**src/rtl/vga_timing_gen_if.sv**
```systemverilog
// Raster timing bundle between vga_timing_gen and the downstream draw/mux stages.
// The generator is the master; pixelEn is the only signal flowing back into it.
interface vga_timing_gen_if;
  logic        pixelEn;
  logic [10:0] pixelX;
  logic [10:0] pixelY;
  logic        displayEn;
  logic        hSyncN;
  logic        vSyncN;
  logic        hSyncN_d;
  logic        vSyncN_d;
  logic        displayEn_d;
  logic        startOfFrame;
  logic [7:0]  frameCount;

  modport master (
    input  pixelEn,
    output pixelX, pixelY, displayEn, hSyncN, vSyncN,
           hSyncN_d, vSyncN_d, displayEn_d, startOfFrame, frameCount
  );

  modport slave (
    output pixelEn,
    input  pixelX, pixelY, displayEn, hSyncN, vSyncN,
           hSyncN_d, vSyncN_d, displayEn_d, startOfFrame, frameCount
  );
endinterface

```
**src/rtl/vga_timing_gen.sv**
```systemverilog
// VGA raster timing: pixel counters, registered sync/blank decode, frame pulse/counter,
// and a pixel-tick delay line that aligns sync/blank with the downstream draw pipeline.
module vga_timing_gen #(
  parameter int H_ACTIVE   = 640,
  parameter int H_FP       = 16,
  parameter int H_SYNC     = 96,
  parameter int H_BP       = 48,
  parameter int V_ACTIVE   = 480,
  parameter int V_FP       = 10,
  parameter int V_SYNC     = 2,
  parameter int V_BP       = 33,
  parameter int SYNC_DELAY = 1
) (
  input  logic             clk,
  input  logic             reset,
  vga_timing_gen_if.master vga
);

  localparam int H_TOTAL = H_ACTIVE + H_FP + H_SYNC + H_BP;
  localparam int V_TOTAL = V_ACTIVE + V_FP + V_SYNC + V_BP;

  localparam logic [10:0] H_LAST   = 11'(H_TOTAL - 1);
  localparam logic [10:0] V_LAST   = 11'(V_TOTAL - 1);
  localparam logic [10:0] H_ACT    = 11'(H_ACTIVE);
  localparam logic [10:0] V_ACT    = 11'(V_ACTIVE);
  localparam logic [10:0] HS_START = 11'(H_ACTIVE + H_FP);
  localparam logic [10:0] HS_END   = 11'(H_ACTIVE + H_FP + H_SYNC);
  localparam logic [10:0] VS_START = 11'(V_ACTIVE + V_FP);
  localparam logic [10:0] VS_END   = 11'(V_ACTIVE + V_FP + V_SYNC);

  typedef struct packed {
    logic h_sync_n;
    logic v_sync_n;
    logic display_en;
  } sync_t;

  localparam sync_t SYNC_IDLE = '{h_sync_n: 1'b1, v_sync_n: 1'b1, display_en: 1'b0};

  logic [10:0] pixel_x, pixel_y;
  logic [10:0] x_next, y_next;
  sync_t       sync_q, sync_next, sync_d;
  logic        sof_q;
  logic [7:0]  frame_q;

  // Decode from the next count so sync/blank land on the same edge as the counters.
  always_comb begin
    // NOTE: every output of a combinational block gets a default first, so no path leaves it unassigned and no latch is inferred.
    x_next = pixel_x + 11'd1;
    y_next = pixel_y;
    if (pixel_x == H_LAST) begin
      x_next = '0;
      y_next = (pixel_y == V_LAST) ? 11'd0 : pixel_y + 11'd1;
    end
    sync_next.h_sync_n   = !((x_next >= HS_START) && (x_next < HS_END));
    sync_next.v_sync_n   = !((y_next >= VS_START) && (y_next < VS_END));
    sync_next.display_en = (x_next < H_ACT) && (y_next < V_ACT);
  end

  // Reset parks the raster on the last pixel so the first enabled tick presents (0,0).
  always_ff @(posedge clk or posedge reset) begin
    // NOTE: state registers use non-blocking assignments so every flop samples pre-edge values, independent of statement order.
    if (reset) begin
      pixel_x <= H_LAST;
      pixel_y <= V_LAST;
      sync_q  <= SYNC_IDLE;
      sof_q   <= 1'b0;
      frame_q <= '0;
    end else begin
      sof_q <= 1'b0;
      if (vga.pixelEn) begin
        pixel_x <= x_next;
        pixel_y <= y_next;
        sync_q  <= sync_next;
        if ((x_next == 11'd0) && (y_next == 11'd0)) begin
          sof_q   <= 1'b1;
          frame_q <= frame_q + 8'd1;
        end
      end
    end
  end

  generate
    if (SYNC_DELAY == 0) begin : g_no_delay
      assign sync_d = sync_q;
    end else begin : g_delay
      sync_t dly_q [SYNC_DELAY];

      always_ff @(posedge clk or posedge reset) begin
        // NOTE: this small delay array is reset, unlike a RAM, because its contents drive sync pins that must be idle straight out of reset.
        if (reset) begin
          for (int i = 0; i < SYNC_DELAY; i++) dly_q[i] <= SYNC_IDLE;
        end else if (vga.pixelEn) begin
          dly_q[0] <= sync_q;
          for (int i = 1; i < SYNC_DELAY; i++) dly_q[i] <= dly_q[i-1];
        end
      end

      assign sync_d = dly_q[SYNC_DELAY-1];
    end
  endgenerate

  assign vga.pixelX       = pixel_x;
  assign vga.pixelY       = pixel_y;
  assign vga.displayEn    = sync_q.display_en;
  assign vga.hSyncN       = sync_q.h_sync_n;
  assign vga.vSyncN       = sync_q.v_sync_n;
  assign vga.hSyncN_d     = sync_d.h_sync_n;
  assign vga.vSyncN_d     = sync_d.v_sync_n;
  assign vga.displayEn_d  = sync_d.display_en;
  assign vga.startOfFrame = sof_q;
  assign vga.frameCount   = frame_q;

endmodule
```
**src/flat_wrapper.sv**
```systemverilog
// flat-port wrapper written by rule: the top's interface ports become plain ports
module vga_timing_gen_flat 
#(
  parameter int H_ACTIVE   = 640,
  parameter int H_FP       = 16,
  parameter int H_SYNC     = 96,
  parameter int H_BP       = 48,
  parameter int V_ACTIVE   = 480,
  parameter int V_FP       = 10,
  parameter int V_SYNC     = 2,
  parameter int V_BP       = 33,
  parameter int SYNC_DELAY = 1
)
  (clk, reset, vga_pixelEn, vga_pixelX, vga_pixelY, vga_displayEn, vga_hSyncN, vga_vSyncN, vga_hSyncN_d, vga_vSyncN_d, vga_displayEn_d, vga_startOfFrame, vga_frameCount);
  vga_timing_gen_if vga_i ();
  input  logic clk;
  input  logic reset;
  input wire logic [$bits(vga_i.pixelEn)-1:0] vga_pixelEn;
  output wire logic [$bits(vga_i.pixelX)-1:0] vga_pixelX;
  output wire logic [$bits(vga_i.pixelY)-1:0] vga_pixelY;
  output wire logic [$bits(vga_i.displayEn)-1:0] vga_displayEn;
  output wire logic [$bits(vga_i.hSyncN)-1:0] vga_hSyncN;
  output wire logic [$bits(vga_i.vSyncN)-1:0] vga_vSyncN;
  output wire logic [$bits(vga_i.hSyncN_d)-1:0] vga_hSyncN_d;
  output wire logic [$bits(vga_i.vSyncN_d)-1:0] vga_vSyncN_d;
  output wire logic [$bits(vga_i.displayEn_d)-1:0] vga_displayEn_d;
  output wire logic [$bits(vga_i.startOfFrame)-1:0] vga_startOfFrame;
  output wire logic [$bits(vga_i.frameCount)-1:0] vga_frameCount;
  assign vga_i.pixelEn = vga_pixelEn;
  assign vga_pixelX = vga_i.pixelX;
  assign vga_pixelY = vga_i.pixelY;
  assign vga_displayEn = vga_i.displayEn;
  assign vga_hSyncN = vga_i.hSyncN;
  assign vga_vSyncN = vga_i.vSyncN;
  assign vga_hSyncN_d = vga_i.hSyncN_d;
  assign vga_vSyncN_d = vga_i.vSyncN_d;
  assign vga_displayEn_d = vga_i.displayEn_d;
  assign vga_startOfFrame = vga_i.startOfFrame;
  assign vga_frameCount = vga_i.frameCount;
  vga_timing_gen #(.H_ACTIVE(H_ACTIVE), .H_FP(H_FP), .H_SYNC(H_SYNC), .H_BP(H_BP), .V_ACTIVE(V_ACTIVE), .V_FP(V_FP), .V_SYNC(V_SYNC), .V_BP(V_BP), .SYNC_DELAY(SYNC_DELAY)) u_core (.clk(clk), .reset(reset), .vga(vga_i));
endmodule
```
**config.mk**
```make
export PLATFORM = sky130hd
export DESIGN_NAME = vga_timing_gen_flat
export DESIGN_NICKNAME = d
export VERILOG_FILES = /design/src/rtl/vga_timing_gen_if.sv /design/src/rtl/vga_timing_gen.sv /design/src/flat_wrapper.sv
export SDC_FILE = /design/constraint.sdc
export NUM_CORES = 1
export LEC_CHECK = 0
export CAP_MARGIN = 20
export CORE_MARGIN = 2
export CORE_UTILIZATION = 45
export CTS_BUF_LIST = sky130_fd_sc_hd__clkbuf_4
export DETAILED_ROUTE_END_ITERATION = 12
export PLACE_DENSITY = 0.75
export SLEW_MARGIN = 25
export SYNTH_ARGS = -nofsm -noshare
export SYNTH_HDL_FRONTEND = slang
export SYNTH_SLANG_ARGS = --single-unit
```
**constraint.sdc**
```tcl
create_clock -name clk -period 8.6 [get_ports clk]
set_clock_uncertainty 0.15 [all_clocks]
set_input_delay 2.15 -clock clk [delete_from_list [all_inputs] [get_ports clk]]
set_output_delay 2.15 -clock clk [all_outputs]
set_load 0.1 [all_outputs]
```
==> results by group, run 1 <==
Power
  – Pwr dens: 234 nW/µm²
  – Comb power frac: 0.431
  – Net Sw Frac: 0.462
  – Clock power frac: 0.213
  – Sw power: about 330 µW
  – Pint: between 300 and 400 µW
  – Flop pwr share: 0.355
  – Design Power: 711 µW
  – LEAKAGE: roughly 0.0012 µW
  – Worst VDD drop: roughly 0.15 mV

Clocking
  – H-tree depth reported by CTS: 2
  – Clk pin slew, worst setup/hold paths: 120 ps
  – CTS Hold Buffers Added: 0
  – PostCTS Resize Cnt: 0
  – TritonCTS buffer count: 5
  – Number of setup buffers added after CTS: 0
  – Clock latency on the worst-skew pair: 350 ps
  – CTS tree: built
  – CTS Buffer Depth: 2
  – Clk sinks: 37
  – CTS root buf: clkbuf_4

Layout
  – Syn-to-layout area delta: 20.1%
  – Diodes inserted: 0
  – Finished layout cell area: 3030 µm²
  – Commonest non-fill, non-tap cell in the layout: clkdlybuf4s50_1
  – Commonest cells after routing, fill and taps aside: clkdlybuf4s50_1, nand2_1, dfrtp_1, o21ai_0, nor2_1
  – Finished Layout Cells: 386
  – # nets final: 321
  – Fraction of layout cells with a size suffix above 1: 0.150

Die
  – Initial core utilization: 0.462
  – Die area: 6230 µm²
  – Num rows: 27
  – Die height: roughly 79 µm
  – I/O pin count: 40
  – Die Wd: about 80 µm
  – Total core area: 5470 µm²

Yosys
  – Syn Area/Cell: 8.86 µm²
  – Synth area leaders: dfrtp_1, dfstp_2, xnor2_1, nand2_1, o21ai_0
  – Main flop type after synthesis: dfrtp_1
  – Post-synth ARST share: 1.00
  – Post-synth top area share: 0.228
  – Synth area leader: dfrtp_1
  – Yosys cell types: 60
  – Register area share after synthesis: 0.373
  – Cells after Synth: 285
  – Syn_nets: 293
  – Count of warnings emitted by yosys: 0
  – Post-synth EDFFs: 0
  – Synth Register Bits: 37
  – Synth Cell Area: 2530 µm²

Outcome
  – Outcome: finished, final reports clean

STA
  – Final min period: 4510 ps
  – Worst-margin pin slew: 980 ps
  – Slew Limit Fails: 0
  – Final worst slack: 4090 ps
  – Max-slew headroom: 0.344
  – Setup_tns: 0 ps
  – Final Hold Vio Count: 0
  – Final setup violation count: 0
  – RSZ-0062 raised after global routing: no
  – Highest Clock Rate: 222 MHz
  – Period utilisation layout: 0.524

Critical path
  – Slowest CP cell: clkdlybuf4s50_1
  – Max stage delay on crit path: approximately 1200 ps
  – Critical path's top delay family: buffers and inverters
  – CP bufs+invs: 1
  – Crit. End Element: primary output
  – Req. time, crit path: 6300 ps
  – Critical path arrival: 2210 ps
  – Maximum fanout along the worst path: 13
  – CP Launch Type: register
  – Reg2reg setup slack: about 5100 ps
  – Crit Path Category: register to primary output
  – CP Cell Sequence: clkdlybuf4s50_1

Flow run
  – Maxcap violations: 0

Placement
  – Post-detail-place hpwl: 4060 µm
  – Placer Congestion: approximately 0.85
  – # port buffers: 39
  – Area post-placement: 2930 µm²
  – Post-Place Cells: 378
  – Setup WS pre-CTS: 4230 ps

Global routing
  – Largest net degree at the start of global routing: 38
  – Met3 GRT Util: 0.0398
  – First-pass GRT wire length: 9430 µm
  – All-Layer GR Usage: 0.189
  – Met1 Use GR: 0.258
  – Met2 usage: 0.303
  – GR Overflow Total: 0
  – Vias in the first global route: between 1500 and 2000
  – Antenna violations before repair: 0
  – Global routing's busiest layer: met2

Routing
  – DRT Pass-1 Iters: 7
  – Routed len/inst: about 15 µm
  – Drt drc: 0
  – Final WL: 5660 µm
  – Post-DRT Antenna Nets: 0
  – Routed vias/inst: ~5.6
  – Via count: 2156
  – Starting DRT DRC Count: 125

Worst hold path
  – Hold Crit Class: register to register
-- layer usage --
layer  wire length [µm]  share of wire  up-vias
li1                   -              -     1074
met1               2700           0.48     1031
met2               2690           0.48       46
met3                205          0.036        5
met4                 66          0.012        0
met5                  0              0        -
-- per-stage QoR --
stage / hold WS (ps) / utilization
global placement: 310 / 0.536
global route: 348 / 0.554
detailed placement: 324 / 0.536
floorplan: 566 / -
CTS: 341 / 0.554
finish: 336 / 0.554
-- state kept, by name (all words and copies together) (netlist names) --
| register | count |
|---|---|
| u_core.vga.pixelY | 11 |
| u_core.vga.pixelX | 11 |
| u_core.vga.startOfFrame | 1 |
| u_core.vga.vSyncN | 1 |
| u_core.vga.hSyncN | 1 |
| u_core.vga.hSyncN_d | 1 |
| u_core.vga.displayEn | 1 |
| u_core.vga.displayEn_d | 1 |
| u_core.vga.vSyncN_d | 1 |
| u_core.vga.frameCount | 8 |
-- cells in the mapped netlist (3+ instances only) --
cell	instances
and2_1	5
a21oi_1	3
nor4_2	3
xnor2_1	16
nor3_1	8
clkbuf_1	13
nor2_1	18
ha_1	5
o22ai_1	3
nand4_1	10
or3_1	4
o31ai_1	3
nand3_1	11
dfstp_2	14
o21ai_0	21
and3_1	7
nor2b_1	4
mux2_2	5
inv_1	11
dfrtp_1	23
nand2_1	33
nor3_2	3
buf_2	5
xor2_1	10
a31oi_1	3
nand3b_1	3
-- worst register-to-register path: cells and delay by family, from the launching register on --
family,cells,cell delay (ps)
adders and majority gates,1,330
and+or+nand+nor,4,1460
AOI/OAI and AO/OA,2,540
muxes,1,330
DFF,1,620
-- power by group through the flow --
stage | clock (µW) | sequential, µW | combinational, µW
2_1_floorplan | 0 | 371 | 131
3_3_place_gp | 0 | 254 | 303
3_5_place_dp | 0 | 254 | 305
4_1_cts | 154 | 252 | 307
5_1_grt | 162 | 259 | 323
6_report | 152 | 253 | 307
-- logic make-up after synthesis --
family          share of synthesized area
buf+inv                            0.0550
flops                               0.373
compound gates                      0.132
fa+ha+maj                          0.0248
mux                                0.0307
xor+xnor                           0.0901
simple gates                        0.294
-- layout make-up --
type,instances,area [µm²]
Timing Repair Buffer,42,413
Tap cell,72,90.1
Fill cell,514,2440
Sequential cell,37,943
Clock inverter,3,65.1
Multi-Input combinational cell,216,1440
Clock buffer,5,37.5
Inverter,11,41.3
-- path summary, 6_finish.rpt --
check,start,end,cells after the start
setup / recovery,u_core.vga.pixelX[4],vga_pixelX[4],1
hold / removal,u_core.vga.frameCount[7],u_core.vga.frameCount[7],1
setup reg to reg,u_core.vga.pixelX[0],u_core.vga.frameCount[1],8
hold reg to reg,u_core.vga.frameCount[7],u_core.vga.frameCount[7],1
max in group asynchronous,reset,u_core.vga.pixelX[8],3
min in group asynchronous,reset,u_core.vga.startOfFrame,3
Note: power is estimated with default switching activity, not from simulation.
==> inputs of run 2 (changes only) <==
clock period = 4.4 ns   (was 8.6 ns; I/O delays follow)
==> run 2 against run 1 <==
Net effect:
- sequential power rose by 95%
- final area is 1.6% lower
- via count increased by 0.23%
- setup slack got worse by 3200 ps
- critical path depth unchanged
- first-iteration DRC count grew 35%
- core utilization shrank 0.87 points
- highest routed layer unchanged
- sequential cell count stayed put
- combinational power is 95% higher
- power rose by 79%
- clock power up 19%
==> results by group, run 2 (synthesized netlist as in run 1, its figures left out) <==
Worst hold path
  – Hold Crit Class: register to register (unchanged)
  – Hold Path Depth: 1 (unchanged)

Outcome
  – Outcome: finished, final reports clean (unchanged)

Routing
  – Final WL: 5560 µm (was 5660 µm)
  – Via count: 2161 (was 2156)
  – Routed vias/inst: 5.60 (was 5.59)
  – Drt drc: 0 (unchanged)
  – Routed len/inst: 14.4 µm (was 14.7 µm)
  – Post-DRT Antenna Nets: 0 (unchanged)
  – DRT Pass-1 Iters: 4 (was 7)
  – Starting DRT DRC Count: 169 (was 125)

Power
  – Net Sw Frac: 0.498 (was 0.462)
  – Sw power: 635 µW (was 328 µW)
  – LEAKAGE: 0.00114 µW (was 0.00116 µW)
  – Flop pwr share: 0.388 (was 0.355)
  – Clock power frac: 0.142 (was 0.213)
  – Pint: 639 µW (was 383 µW)
  – Comb power frac: 0.470 (was 0.431)
  – Pwr dens: 427 nW/µm² (was 234 nW/µm²)
  – Worst VDD drop: 0.284 mV (was 0.154 mV)

Critical path
  – Critical path arrival: 2240 ps (was 2210 ps)
  – Worst r2r path cells: 8 (unchanged)
  – Critical path's top delay family: buffers and inverters (unchanged)
  – Max stage delay on crit path: 1180 ps (about the same)
  – Maximum fanout along the worst path: 13 (unchanged)
  – Cell count along the critical path: 1 (unchanged)
  – Crit. End Element: primary output (unchanged)
  – Slowest CP cell: clkdlybuf4s50_1 (unchanged)
  – Req. time, crit path: 3150 ps (was 6300 ps)
  – CP Cell Sequence: clkdlybuf4s50_1 (unchanged)
  – CP Launch Type: register (unchanged)
  – Crit Path Category: register to primary output (unchanged)
  – CP bufs+invs: 1 (unchanged)

Clocking
  – CTS Hold Buffers Added: 0 (unchanged)
  – H-tree depth reported by CTS: 2 (unchanged)
  – Clk sinks: 37 (unchanged)
  – CTS tree: built (unchanged)
  – CTS Buffer Depth: 2 (unchanged)
  – TritonCTS buffer count: 5 (unchanged)
  – Number of setup buffers added after CTS: 0 (unchanged)
  – Clock latency on the worst-skew pair: 350 ps (about the same)
  – Clk pin slew, worst setup/hold paths: 120 ps (about the same)
  – CTS root buf: clkbuf_4 (unchanged)
  – PostCTS Resize Cnt: 0 (unchanged)

Global routing
  – Antenna violations before repair: 0 (unchanged)
  – Vias in the first global route: 1931 (was 1975)
  – GR Overflow Total: 0 (unchanged)
  – Largest net degree at the start of global routing: 38 (unchanged)
  – All-Layer GR Usage: 0.188 (was 0.189)
  – First-pass GRT wire length: 9290 µm (was 9430 µm)

Placement
  – Post-detail-place hpwl: 4030 µm (was 4060 µm)
  – Placer Congestion: 0.875 (was 0.855)
  – # port buffers: 39 (unchanged)

STA
  – Final min period: 3490 ps
  – Max-slew headroom: 0.345 (was 0.344)
  – Highest Clock Rate: approximately 290 MHz
  – RSZ-0062 raised after global routing: no (unchanged)
  – Fin Hold WS: 326 ps (was 336 ps)
  – Slew Limit Fails: 0 (unchanged)
  – Final setup violation count: 0 (unchanged)
  – Worst-margin pin slew: 979 ps (was 980 ps)
  – Period utilisation layout: 0.793
  – Setup_tns: 0 ps (unchanged)
  – Final Hold Vio Count: 0 (unchanged)

Layout
  – Commonest non-fill, non-tap cell in the layout: clkdlybuf4s50_1 (unchanged)
  – Diodes inserted: 0 (unchanged)
  – Register area: 943 µm² (unchanged)
  – Syn-to-layout area delta: 18.2% (was 20.1%)
  – FILL cells: 513 (was 514)
  – Post-layout util: 0.546 (was 0.554)
  – Multi-input gate area: 1440 µm² (unchanged)
  – Commonest cells after routing, fill and taps aside: clkdlybuf4s50_1, nand2_1, dfrtp_1, o21ai_0, nor2_1 (unchanged)
  – Fraction of layout cells with a size suffix above 1: 0.150 (unchanged)
  – # nets final: 321 (unchanged)

Flow run
  – Maxcap violations: 0 (unchanged)

Die
  – I/O pin count: 40 (unchanged)
  – Total core area: 5470 µm² (unchanged)
  – Die area: 6230 µm² (unchanged)
  – Die Wd: 78.9 µm (unchanged)
  – Num rows: 27 (unchanged)
  – Die height: 78.9 µm (unchanged)
  – Initial core utilization: 0.462 (unchanged)
## run 2: area by class of cell
class                   count  share of cell area
clock buffers               6              0.0151
clock inverters             2             0.00335
inverters                  11              0.0138
multi-input cells         216               0.483
flip-flops and latches     37               0.316
well taps                  72              0.0302
repair buffers             42               0.138
## run 2: layer usage
metal  GRT usage  vias to the layer above  wire length [µm]
met5           0                        -                 0
met4      0.0638                        0                78
met3      0.0364                        7               293
met2       0.286                       63              2580
met1       0.270                     1021              2610
li1            -                     1070                 -
## run 2: power by group through the flow
stage	clock network (µW)	logic, µW	registers, µW
3_5_place_dp	0	599	498
6_report	181	599	494
4_1_cts	187	602	492
3_3_place_gp	0	591	497
2_1_floorplan	0	255	725
5_1_grt	204	632	508
## run 2: per-stage QoR
step	total power [µW]	std cells	setup slack [ps]	cell area, µm²
final	1270	386	909	2990
after global routing	1340	386	851	2990
after CTS	1280	386	910	2990
after detailed placement	1100	378	1070	2930
after global placement	1090	378	1140	2930
after floorplan	980	285	938	2530
## run 2: worst paths after layout
check                                          from                        to  slack [ps]
max reg2reg                    u_core.vga.pixelX[0]  u_core.vga.frameCount[1]        1090
min                        u_core.vga.frameCount[7]  u_core.vga.frameCount[7]         330
max                            u_core.vga.pixelX[4]             vga_pixelX[4]         910
min reg2reg                u_core.vga.frameCount[7]  u_core.vga.frameCount[7]         330
max in group asynchronous                     reset      u_core.vga.pixelX[2]        2750
min in group asynchronous                     reset      u_core.vga.pixelX[7]         980
==> RTL edit 1 (config.mk and constraints of run 1) <==
Make the reset (`reset`) synchronous in 2 clocked blocks.
--- a/src/rtl/vga_timing_gen.sv
+++ b/src/rtl/vga_timing_gen.sv
@@ -57,7 +57,7 @@
   end
 
   // Reset parks the raster on the last pixel so the first enabled tick presents (0,0).
-  always_ff @(posedge clk or posedge reset) begin
+  always_ff @(posedge clk) begin
     // NOTE: state registers use non-blocking assignments so every flop samples pre-edge values, independent of statement order.
     if (reset) begin
       pixel_x <= H_LAST;
@@ -85,7 +85,7 @@
     end else begin : g_delay
       sync_t dly_q [SYNC_DELAY];
 
-      always_ff @(posedge clk or posedge reset) begin
+      always_ff @(posedge clk) begin
         // NOTE: this small delay array is reset, unlike a RAM, because its contents drive sync pins that must be idle straight out of reset.
         if (reset) begin
           for (int i = 0; i < SYNC_DELAY; i++) dly_q[i] <= SYNC_IDLE;
Formal check against the unedited RTL: differs if reset is asserted again (counterexample within 4 cycles, from zero or initial values and one cycle with reset high); with reset held inactive, the same outputs for 10 cycles.
==> RTL edit 1 against run 1 <==
- wire length grew 0.95%
- synthesized area is 5.6% lower
- total power down 26%
- setup slack improved by 0.0086 ns
- synthesized cell count increased by 2.8%
- cell area fell by 5.8%
- sequential cell count unchanged
- combinational power shrank 32%
- sequential share of layout area decreased by 4.1 points
==> RTL edit 1: results (changes against run 1) <==
OUTCOME='complete, no violations'
TIMING.HOLD.WORST_ENDPOINT='u_core.vga.vSyncN$_SDFFE_PP1P_'
ASYNC_RESET_FF_SHARE_PCT=0  # -100 points
MEASURED_SLEW_AT_THE_WORST_SLEW_CHECK_PIN_NS=1.00  # +0.0203 ns
NUMBER_OF_VIAS_AFTER_DETAILED_ROUTING=2236  # +3.7%
CLKPWRFRAC_PCT=22.8  # +1.5 points
CELL_TYPES_WITH_THE_HIGHEST_COUNTS_AFTER_SYNTHESIS='sky130_fd_sc_hd__nor2_1 (39), sky130_fd_sc_hd__dfxtp_1 (34), sky130_fd_sc_hd__nand2_1 (23), sky130_fd_sc_hd__nand3_1 (17), sky130_fd_sc_hd__clkbuf_1 (16)'
SYNTH_ENABLE_FLOP_CELLS=3  # +3
REG2REG_SLACK_NS=5.15  # +0.07 ns
DRT_ITER0_MARKERS=153  # +22%
SYNTH_TOP_AREA_SHARE_PCT=28.5  # +5.8 points
WORSTPATHMAXFANOUT=24  # +11
WORST_IR_DROP_VDD_mV=0.116  # -24%
POST_DP_CELL_AREA_UM2=2780  # -5.2%
WHS_PATH_DEPTH=2  # +1
FIRST_GLOBAL_VIAS=1979  # +0.20%
LEAKAGE_uW=0.00103  # -11%
STDCELL_COUNT=390  # +1.0%
FINAL_LAYOUT_SIZE_SUFFIX_GT1_SHARE_PCT=9.38  # -5.6 points
NETS_FINAL=326  # +1.6%
PWR-SHARE-COMB_PCT=39.4  # -3.7 points
CRIT_FAMILY='simple AND/OR/NAND/NOR gates'
SEQ_TOTAL_AREA_YOSYS_PCT=32.3  # -5.0 points
PLACEDCELLCOUNT=382  # +1.1%
DOMINANT_REGISTER_CELL_IN_THE_SYNTHESIZED_NETLIST='sky130_fd_sc_hd__dfxtp_1'
SYNTH.DISTINCT_CELLS=59  # -1.7%
CP_DATA_ARRIVAL_TIME_NS=4.60  # +2.39 ns
DR.PASS1.ITERS=4  # -3
GRT_PASS1_WL_UM=9470  # +0.51%
POWER_REPORT.INTERNAL_TOTAL_uW=303  # -21%
WORSTREG2REGEND='u_core.vga.frameCount[5]$_SDFFE_PP0P_'
HPWL_UM=4040  # -0.56%
HOLD_WS_NS=0.353  # +0.0179 ns
POST_SYNTH.CELL_AREA_AVG_UM2=8.14  # -8.2%
SYNTH.AREA.TOP_CELLS='sky130_fd_sc_hd__dfxtp_1 (29%), sky130_fd_sc_hd__nor2_1 (6.1%), sky130_fd_sc_hd__edfxtp_1 (3.8%)'
POWER-PER-CELL-AREA_nW_PER_UM2=185  # -21%
POSTROUTEWIRELENGTH_UM=5720  # +0.95%
MAX_STAGE_DELAY_NS=1.03  # -0.15 ns
WORST_HOLD_STARTPOINT='u_core.vga.vSyncN$_SDFFE_PP1P_'
==> RTL edit 1: worst max-delay path by stage <==
| stage | startpoint | end | slack [ns] | depth (start not counted) |
|---|---|---|---|---|
| after floorplan | vga_pixelEn | u_core.vga.frameCount[4]$_SDFFE_PP0P_ | 4.85 | 5 |
| after global placement | vga_pixelEn | u_core.vga.frameCount[5]$_SDFFE_PP0P_ | 3.83 | 5 |
| after detailed placement | vga_pixelEn | u_core.vga.frameCount[5]$_SDFFE_PP0P_ | 3.76 | 5 |
| after CTS | vga_pixelEn | u_core.vga.frameCount[5]$_SDFFE_PP0P_ | 4.14 | 5 |
| after global routing | vga_pixelEn | u_core.vga.frameCount[6]$_SDFFE_PP0P_ | 3.98 | 5 |
| final | vga_pixelEn | u_core.vga.frameCount[5]$_SDFFE_PP0P_ | 4.10 | 5 |
==> RTL edit 1: area by class of cell <==
type / count / area (um2)
Clock buffer: 5 / 37.5
Clock inverter: 3 / 41.3
Fill cell: 503 / 2250
Inverter: 7 / 26.3
Multi-Input combinational cell: 228 / 1500
Sequential cell: 37 / 771
Tap cell: 70 / 87.6
Timing Repair Buffer: 40 / 398
==> RTL edit 1: routing by layer <==
metal | GRT usage (%) | vias to the layer above | part of all wire, %
met1 | 26.2 | 1028 | 46
met3 | 4.35 | 13 | 7.3
met4 | 9.64 | 0 | 2.2
li1 | - | 1109 | -
met2 | 30.3 | 86 | 45
met5 | 0 | - | 0
==> RTL edit 1: logic make-up after synthesis <==
kind of cell	share of synthesized area (%)
and+or+nand+nor	35.2
AOI/OAI and AO/OA	15.3
DFF	32.3
buffers and inverters	4.88
xor gates and xnor gates	4.77
muxes	5.46
adders and majority gates	2.10
==> RTL edit 2 (settings of run 1) <==
Without the edit above. `H_ACTIVE` is set to 640 in 2 places; all go to 480.
--- a/src/rtl/vga_timing_gen.sv
+++ b/src/rtl/vga_timing_gen.sv
@@ -1,7 +1,7 @@
 // VGA raster timing: pixel counters, registered sync/blank decode, frame pulse/counter,
 // and a pixel-tick delay line that aligns sync/blank with the downstream draw pipeline.
 module vga_timing_gen #(
-  parameter int H_ACTIVE   = 640,
+  parameter int H_ACTIVE   = 480,
   parameter int H_FP       = 16,
   parameter int H_SYNC     = 96,
   parameter int H_BP       = 48,
--- a/src/flat_wrapper.sv
+++ b/src/flat_wrapper.sv
@@ -1,7 +1,7 @@
 // flat-port wrapper written by rule: the top's interface ports become plain ports
 module vga_timing_gen_flat 
 #(
-  parameter int H_ACTIVE   = 640,
+  parameter int H_ACTIVE   = 480,
   parameter int H_FP       = 16,
   parameter int H_SYNC     = 96,
   parameter int H_BP       = 48,
Formal check against the unedited RTL: not equivalent (a bounded check fails within 4 cycles, from zero or initial values and one cycle with reset high).
==> RTL edit 2 against run 1 <==
- total power down 2.4%
- global-route usage rose by 0.88 points
- largest cell class unchanged
- combinational power increased by 5%
- cell area is 1.5% higher
- largest power group unchanged
- sequential cell count is the same
- synthesized area up 3.0%
- clock power is 18% lower
- setup slack about the same
- wire length rose by 5.1%
==> RTL edit 2: results (changes against run 1) <==
YOSYS.AREA_SHARE.XOR_XNOR_PCT=8.75  # -0.26 points
OUTCOME='complete, no violations'
SYN_NETS=296  # +1.0%
GP_CONGESTION=0.858  # +0.43%
WORST_HOLD_STARTPOINT='u_core.vga.vSyncN$_DFFE_PP1P_'
PLACEDCELLCOUNT=380  # +0.53%
WORST_IR_DROP_VDD_mV=0.251  # +63%
GRT_PASS1_WL_UM=9990  # +6.0%
PRE_CTS_SETUP_SLACK_NS=4.49  # +0.255 ns
NETS_FINAL=323  # +0.62%
MIN_PERIOD_NS=4.51  # +0.000390 ns
WHS_PATH_DEPTH=2  # +1
AREA_DELTA_SYNTH_FINAL_PCT=18.4
WORSTSETUPSTARTPOINT='u_core.vga.pixelX[6]$_DFFE_PP1P_'
MEASURED_SLEW_AT_THE_WORST_SLEW_CHECK_PIN_NS=0.978  # -0.00267 ns
POSTSYNTHCELLCOUNT=288  # +1.1%
DRT_ITER0_MARKERS=191  # +53%
GRT.TOTAL_USAGE_PCT=19.8  # +0.88 points
SYNTH.DISTINCT_CELLS=55  # -8.3%
FIRST_GLOBAL_VIAS=2101  # +6.4%
REG2REG_SLACK_NS=5.16  # +0.08 ns
CRIT_END='vga_pixelX[6]'
POWER_DRAWN_BY_THE_SEQUENTIAL_CELLS_uW=245  # -3%
DR.PASS1.ITERS=4  # -3
TIMING.HOLD.WORST_ENDPOINT='u_core.vga.vSyncN$_DFFE_PP1P_'
CLKPWRFRAC_PCT=18.1  # -3.2 points
CELL_TYPES_WITH_THE_HIGHEST_COUNTS_AFTER_SYNTHESIS='sky130_fd_sc_hd__nand2_1 (26), sky130_fd_sc_hd__xnor2_1 (23), sky130_fd_sc_hd__dfrtp_1 (22)'
NUMBER_OF_VIAS_AFTER_DETAILED_ROUTING=2277  # +5.6%
FILLER_CELL_COUNT=535  # +4.1%
SYNTH_COMPOUND_AREA_SHARE_PCT=14.3  # +1.1 points
## RTL edit 2: cell families (layout without fill, tap and decap cells)
| logic type | Yosys count | count (layout) |
|---|---|---|
| compound gates | 54 | 54 |
| xor+xnor | 26 | 26 |
| fa+ha+maj | 5 | 5 |
| buf+inv | 27 | 55 |
| flops | 37 | 37 |
| mux | 11 | 11 |
| simple gates | 128 | 128 |
## RTL edit 2: per-layer routing
layer / routed length [um] / GRT usage [%] / up-vias
li1: - / - / 1105
met1: 2670 / 26.5 / 1105
met2: 2910 / 32.3 / 59
met3: 275 / 3.73 / 8
met4: 103 / 6.10 / 0
met5: 0 / 0 / -
## RTL edit 2: area by class of cell
class                   instances  share of cell area, %
multi-input cells             224                   49.9
flip-flops and latches         37                   30.7
repair buffers                 41                   13.2
well taps                      72                   2.93
clock buffers                   6                   1.46
clock inverters                 2                   1.14
inverters                       6                  0.731
